File: src/rtl/dram_bist_seq.sv
// March-style write-then-read BIST sequencer driving one RAM64M (6-bit address, 4-bit data).
// Latency: start sampled at edge 0, done pulses in cycle 130; start is not accepted while busy.
module dram_bist_seq #(
    parameter logic [3:0] SEED  = 4'b0101,
    parameter int         DEPTH = 64
) (
    input  logic       clk,
    input  logic       rst_n,
    input  logic       start,
    input  logic       inv,
    output logic [5:0] ram_waddr,
    output logic [5:0] ram_raddr,
    output logic [3:0] ram_di,
    output logic       ram_we,
    input  logic [3:0] ram_do,
    output logic       busy,
    output logic       done,
    output logic       pass,
    output logic [6:0] err_count,
    output logic [5:0] fail_addr
);

    localparam logic [5:0] LAST    = 6'(DEPTH - 1);
    localparam logic [6:0] ERR_MAX = 7'(DEPTH);

    typedef enum logic [2:0] {
        IDLE  = 3'd0,
        WRITE = 3'd1,
        READ  = 3'd2,
        DRAIN = 3'd3,
        DONE  = 3'd4
    } state_t;

    state_t     state;
    state_t     state_nxt;
    logic       accept;
    logic       inv_l;
    logic       inv_l_nxt;
    logic [5:0] waddr_nxt;
    logic [5:0] raddr_nxt;

    // Read data, expected word and address captured together, compared one cycle later.
    logic       chk_vld;
    logic [3:0] chk_do;
    logic [3:0] chk_exp;
    logic [5:0] chk_addr;
    logic       mism;
    logic [6:0] err_nxt;

    function automatic logic [3:0] exp_word(input logic [5:0] a, input logic iv);
        return a[3:0] ^ SEED ^ {4{iv}};
    endfunction

    always_ff @(posedge clk or negedge rst_n) begin
        if (!rst_n) begin
            state <= IDLE;
        end else begin
            state <= state_nxt;
        end
    end

    always_comb begin
        state_nxt = state;
        case (state)
            IDLE:    if (start) state_nxt = WRITE;
            WRITE:   if (ram_waddr == LAST) state_nxt = READ;
            READ:    if (ram_raddr == LAST) state_nxt = DRAIN;
            DRAIN:   state_nxt = DONE;
            DONE:    state_nxt = IDLE;
            default: state_nxt = IDLE;
        endcase
    end

    always_comb begin
        accept    = (state == IDLE) && start;
        inv_l_nxt = accept ? inv : inv_l;
        waddr_nxt = ((state == WRITE) && (state_nxt == WRITE)) ? ram_waddr + 6'd1 : 6'd0;
        raddr_nxt = ((state == READ) && (state_nxt == READ)) ? ram_raddr + 6'd1 : 6'd0;
        mism      = chk_vld && (chk_do != chk_exp);
        err_nxt   = err_count;
        if (accept) begin
            err_nxt = 7'd0;
        end else if (mism && (err_count != ERR_MAX)) begin
            err_nxt = err_count + 7'd1;
        end
    end

    always_ff @(posedge clk or negedge rst_n) begin
        if (!rst_n) begin
            inv_l     <= 1'b0;
            ram_we    <= 1'b0;
            ram_waddr <= 6'd0;
            ram_raddr <= 6'd0;
            ram_di    <= 4'd0;
            busy      <= 1'b0;
            done      <= 1'b0;
        end else begin
            inv_l     <= inv_l_nxt;
            ram_we    <= (state_nxt == WRITE);
            ram_waddr <= waddr_nxt;
            ram_raddr <= raddr_nxt;
            ram_di    <= (state_nxt == WRITE) ? exp_word(waddr_nxt, inv_l_nxt) : 4'd0;
            busy      <= (state_nxt != IDLE);
            done      <= (state_nxt == DONE);
        end
    end

    always_ff @(posedge clk or negedge rst_n) begin
        if (!rst_n) begin
            chk_vld  <= 1'b0;
            chk_do   <= 4'd0;
            chk_exp  <= 4'd0;
            chk_addr <= 6'd0;
        end else begin
            chk_vld  <= (state == READ);
            chk_do   <= ram_do;
            chk_exp  <= exp_word(ram_raddr, inv_l);
            chk_addr <= ram_raddr;
        end
    end

    // The last compare lands in DRAIN, so pass is taken from err_nxt rather than err_count.
    always_ff @(posedge clk or negedge rst_n) begin
        if (!rst_n) begin
            err_count <= 7'd0;
            fail_addr <= 6'd0;
            pass      <= 1'b0;
        end else begin
            err_count <= err_nxt;
            if (accept) begin
                fail_addr <= 6'd0;
                pass      <= 1'b0;
            end else begin
                if (mism && (err_count == 7'd0)) begin
                    fail_addr <= chk_addr;
                end
                if (state == DRAIN) begin
                    pass <= (err_nxt == 7'd0);
                end
            end
        end
    end

endmodule

File: config.mk
export PLATFORM = sky130hd
export DESIGN_NAME = dram_bist_seq
export DESIGN_NICKNAME = d
export VERILOG_FILES = /design/src/rtl/dram_bist_seq.sv
export SDC_FILE = /design/constraint.sdc
export NUM_CORES = 1
export LEC_CHECK = 0
export CORE_UTILIZATION = 54
export DETAILED_ROUTE_END_ITERATION = 12
export DONT_BUFFER_PORTS = 1
export PLACE_DENSITY = 0.73
export SYNTH_ARGS = -nofsm -noshare
export SYNTH_HDL_FRONTEND = slang
export SYNTH_SLANG_ARGS = --single-unit
File: constraint.sdc
create_clock -name clk -period 1.78 [get_ports clk]
set_input_delay 0.356 -clock clk [delete_from_list [all_inputs] [get_ports clk]]
set_output_delay 0.356 -clock clk [all_outputs]
set_load 0.01 [all_outputs]
# Word level (Yosys, flattened, before mapping)
# Index checks and enable logic that the tools add are counted.
[op_classes]
div = 0
n_eq_ne = 10
reduce_logical = 12
n_lt_le_gt_ge = 0
muxes = 14
addsub = 3
bitwise = 4
n_shift = 0
multipliers = 0
[op_table]
columns = ["cell", "n"]
rows = [
  ["$mux W6", 4],
  ["$logic_not A7 Y1", 2],
  ["$mux W7", 2],
  ["$add A6 B1 Y6 const B", 2],
  ["$eq A6 B6 Y1 const B", 2],
  ["$pmux W3 S4", 1],
  ["$eq A3 B2 Y1 const B", 3],
  ["$mux W3", 3],
  ["$xor A4 B4 Y4", 2],
  ["$add A7 B1 Y7 const B", 1],
  ["$ne A7 B7 Y1 const B", 1],
  ["$eq A3 B1 Y1 const B", 2],
  ["$logic_and A1 B1 Y1", 6],
  ["$mux W4", 1],
  ["$ne A4 B4 Y1", 1],
  ["$not A2 Y2", 2],
  ["$reduce_bool A2 Y1", 2],
  ["$eq A3 B3 Y1 const B", 1],
  ["$logic_not A3 Y1", 1],
  ["$mux W1", 3],
  ["$reduce_bool A3 Y1", 1],
]
[word_totals]
reg_bits = 52
word_cells = 58
inputBits = 8
memories = 0
ramBits = 0
romBits = 0
latch_bits = 0
output_inout_bits = 33

# Logic depth before layout (Yosys ltp)
[depth]
word_depth = 9
ltp_mapped = 8
mapped_depth_nobuf = 8

# Least setup slack after synthesis
# OpenSTA, ideal clock, no wires.
[synth_timing]
path_type = "register -> register"
from = "reg err_count[0]"
to = "reg pass"
arrival_ns = 1.624
synth_period_minus_slack_ns = 1.750
path_slack_ns = 0.030
path_buffers = 0
required_time_ns = 1.655
path_stages_with_launch = 8
setup_time_ns = 0.125
cell_sequence = "dfrtp_1 > inv_1 > ha_1 > and4bb_2 > a21boi_4 > nand3b_1 > a31oi_1 > o31ai_2"
[synth_via]
elab_chain_len = 7
elab_cells_between_ends = 8
cone_classes = "1 x add/sub; 1 x eq/ne; 4 x mux; 2 x reduce/logical"
[synth_rtl]
columns = ["item", "line_no", "text"]
rows = [
  ["start: declaration", "19", "output logic [6:0] err_count,"],
  ["start signal: assignment", "129", "err_count <= err_nxt;"],
  ["branches (longest 2 deep; another with $add A7 B1 Y7)", "-", ""],
  ["$mux W7 (*)", "83", "end else if (mism && (err_count != ERR_MAX)) begin"],
  ["$mux W7 (*)", "81", "if (accept) begin"],
  ["$logic_not A7 Y1 (*)", "138", "pass <= (err_nxt == 7'd0);"],
  ["$mux W1 (*)", "137", "if (state == DRAIN) begin"],
  ["$mux W1 (*)", "130", "if (accept) begin"],
  ["end signal: assignment", "138", ""],
  ["end: declaration", "18", "output logic pass,"],
]
# Mark *: on every way between the ends. The select of a mux whose other input is x is not followed.
# A chain may end at the register's enable or synchronous reset.

# Final worst setup path
[layout_timing]
from = "reg chk_exp[3]"
to = "reg pass"
[layout_via]
elab_chain_len = 8
[layout_rtl]
columns = ["item", "line_no", "text"]
rows = [
  ["start: declaration", "45", "logic [3:0] chk_exp;"],
  ["start signal: assignment", "117", "chk_exp <= exp_word(ram_raddr, inv_l);"],
  ["$ne A4 B4 Y1", "79", "mism = chk_vld && (chk_do != chk_exp);"],
  ["$logic_and A1 B1 Y1", "79", ""],
  ["$logic_and A1 B1 Y1", "83", ""],
  ["$mux W7", "83", ""],
  ["$mux W7", "81", ""],
  ["$logic_not A7 Y1", "138", ""],
  ["$mux W1", "137", ""],
  ["$mux W1", "130", ""],
]
# Every way passes these cells. The select of a mux whose other input is x is not followed.

==> metrics <==
fin crit share 1.04; half-perimeter wire length after placement 2.93 mm; most frequent cell after synthesis dfrtp_1; flops & latches, synth 52; crit path DAT 2.07 ns; Post-synth EDFFs 0; Avg Inst Size Synth 12.1 µm²; Pins Over Slew Limit 0; Post-DRT Antenna Nets 0; Reg2Reg Depth 6; horizontal die dimension 65.1 µm; Die ar. 4240 µm²; routing usage on met3 0.0660; Psw 479 µW; Hold Startpoint ram_do[0]; Sink Count 52; crit path kind flop to flop; DRT iter0 DRCs 125; core area 3740 µm²; clock buffer depth 2; reg-to-reg endpoint pass; drt pass-1 iters 4; first-pass GRT wire length 7.02 mm; pwr dens 865 nW/µm²; skew final 0.00324 ns; vias in the first global route between 1k and 1.5k; max_cap viols 0; Sw Share 0.217; I/O pins 41; Clock Pin Slew Worst Setup and Hold Paths 0.09 ns; Crit Path Max Fanout 6; fraction of the yosys area taken by sequential cells 0.604; crit end category flop; Internal 1720 µW; GRT Max-Usage Layer met2; Area contributors post-synth dfrtp_1, nor2_1, xnor2_1; initial antenna violation count 0; post-layout power 2200 µW; Detailed Route WL between 4 and 5 mm; grt total ovfl 0; met1 Use GR 0.277; Peak VDD IR 0.672 mV; TritonCTS Buffers 5; Initial Utilization 0.575; Ant. Diodes 0; Top FF cell, synth dfrtp_1; Final GP Congestion 0.944; Leak ~0.0011 µW; status finished, violations left; fin crit period 1.85 ns; Total GRT Usage 0.225; combinational share of power 0.057; # setup viols final 1; pin count of the biggest net entering global routing 53; Startpoint Class flop; DRC 0; final hold slack 0.0683 ns; fin nets 216; failing checks setup timing; Area Overhead vs Synth 18.3%; Die Y about 65 µm; Hold Path Stages 0; final hold violations 0; part of the power in registers 0.562; share of layout cells above drive strength 1 0.224; Syn Nets 190; synth unique cells 38; GRT met2 Usage 0.378; ys async rst share 1.00; synth cell count leaders dfrtp_1, nor2_1, xnor2_1, xor2_1, mux2i_1; Synth Instances 178; FMAX 0.540 GHz; Via density between 5 and 6; IO buf count 0; worst slew pin tran between 0.3 and 0.4 ns; RSZ-0062 raised after global routing yes; hold worst-path end chk_do[0]; via count of the routed design 1404; CP Data Required Time approximately 2 ns; CTS root buf clkbuf_8; final worst slack -0.0715 ns; register-to-register setup slack -0.07 ns; H-Tree Depth 2; top-area cell type share of the netlist area 0.604; Mapped Area between 2000 and 2500 µm²; Reg-to-Reg Start chk_exp[3]; synth warn 0; row count 22; clock power share 0.382; CTS tree done; routed len/inst 16.4 µm; worst hold path class input pin to flop; clk_lat worst skew 0.31 ns; Synth area leader dfrtp_1; relative slew slack 0.778
## routing by layer
| metal | wire [µm] | vias up |
|---|---|---|
| met2 | 2110 | 40 |
| met4 | 77 | 0 |
| li1 | - | 651 |
| met1 | 1740 | 705 |
| met5 | 0 | - |
| met3 | 240 | 8 |
## state kept, by name, indices dropped and copies added (netlist names), 3 cells and up
name	cells
err_count	7
chk_addr	6
fail_addr	6
ram_raddr	6
ram_waddr	6
chk_do	4
chk_exp	4
ram_di	4
state	3
## layout make-up
class	instances	area (µm²)
inverters	5	18.8
repair buffers	23	195
multi-input cells	117	851
flip-flops and latches	52	1300
fillers	290	1200
well taps	48	60.1
clock inverters	2	38.8
clock buffers	6	82.6
## repair_timing
item                                   4_1_cts  5_1_grt
setup endpoints to repair                    2        4
hold buffers                                 2        0
endpoints found under the hold margin       52        0
buffers inserted                             0        2
pin swaps                                    1        1
gates resized for setup                      3        4
## worst max-delay path: stages, from the launching register on
cell      delay (ns)
dfrtp_1         0.38
xor2_1          0.16
o41a_1          0.51
a21boi_4        0.20
o31ai_4         0.17
nand4_1         0.13
o31ai_2         0.23
## power groups by stage
stage	clock, µW	sequential [µW]	combinational, µW
CTS	855	1240	122
global route	904	1240	139
floorplan	0	1270	49.3
detailed placement	0	1260	87.2
finish	840	1240	125
global placement	0	1260	82.7
## metrics by stage
| step | cells | instance area, µm² | TNS [ns] | util | setup WS [ns] |
|---|---|---|---|---|---|
| after floorplan | 178 | 2150 | 0 | - | 0.0303 |
| after global placement | 241 | 2340 | 0 | 0.624 | 0.0286 |
| after detailed placement | 241 | 2340 | -0.0576 | 0.624 | -0.0576 |
| after CTS | 251 | 2510 | -0.0565 | 0.671 | -0.0565 |
| after global routing | 253 | 2550 | -0.292 | 0.680 | -0.145 |
| final | 253 | 2550 | -0.0715 | 0.680 | -0.0715 |
## worst max-delay path by stage
stage	start	end	slack (ns)	cells past startpoint
after floorplan	err_count[0]	pass	0.03	7
after global placement	chk_exp[3]	pass	0.03	6
after detailed placement	chk_exp[3]	pass	-0.06	6
after CTS	chk_exp[3]	pass	-0.06	6
after global routing	chk_exp[3]	pass	-0.15	6
final	chk_exp[3]	pass	-0.07	6
## layout by cell type, fill, tap and decap left out, types with 2 or more instances in the layout
master / netlist / routed
clkbuf_8: 1 / 6
o21ai_0: 3 / 3
nor2_1: 32 / 31
nor3_1: 2 / 2
xnor2_1: 12 / 12
ha_1: 4 / 4
inv_1: 5 / 5
and3b_1: 2 / 2
dfrtp_1: 52 / 52
xor2_1: 12 / 11
a21oi_2: 0 / 2
buf_4: 0 / 21
nand2_1: 7 / 7
and3_1: 2 / 2
nand4_1: 3 / 3
nand3_1: 7 / 7
mux2i_1: 8 / 8
## cells by family after synthesis
family	share of synthesized area
AO/OA/AOI/OAI	0.0628
buffers and inverters	0.0209
adder cells (fa/ha/maj)	0.0232
flip-flops	0.604
AND/OR/NAND/NOR	0.154
XOR/XNOR	0.0976
multiplexers	0.0372
Note: power is estimated with default switching activity, not from simulation.
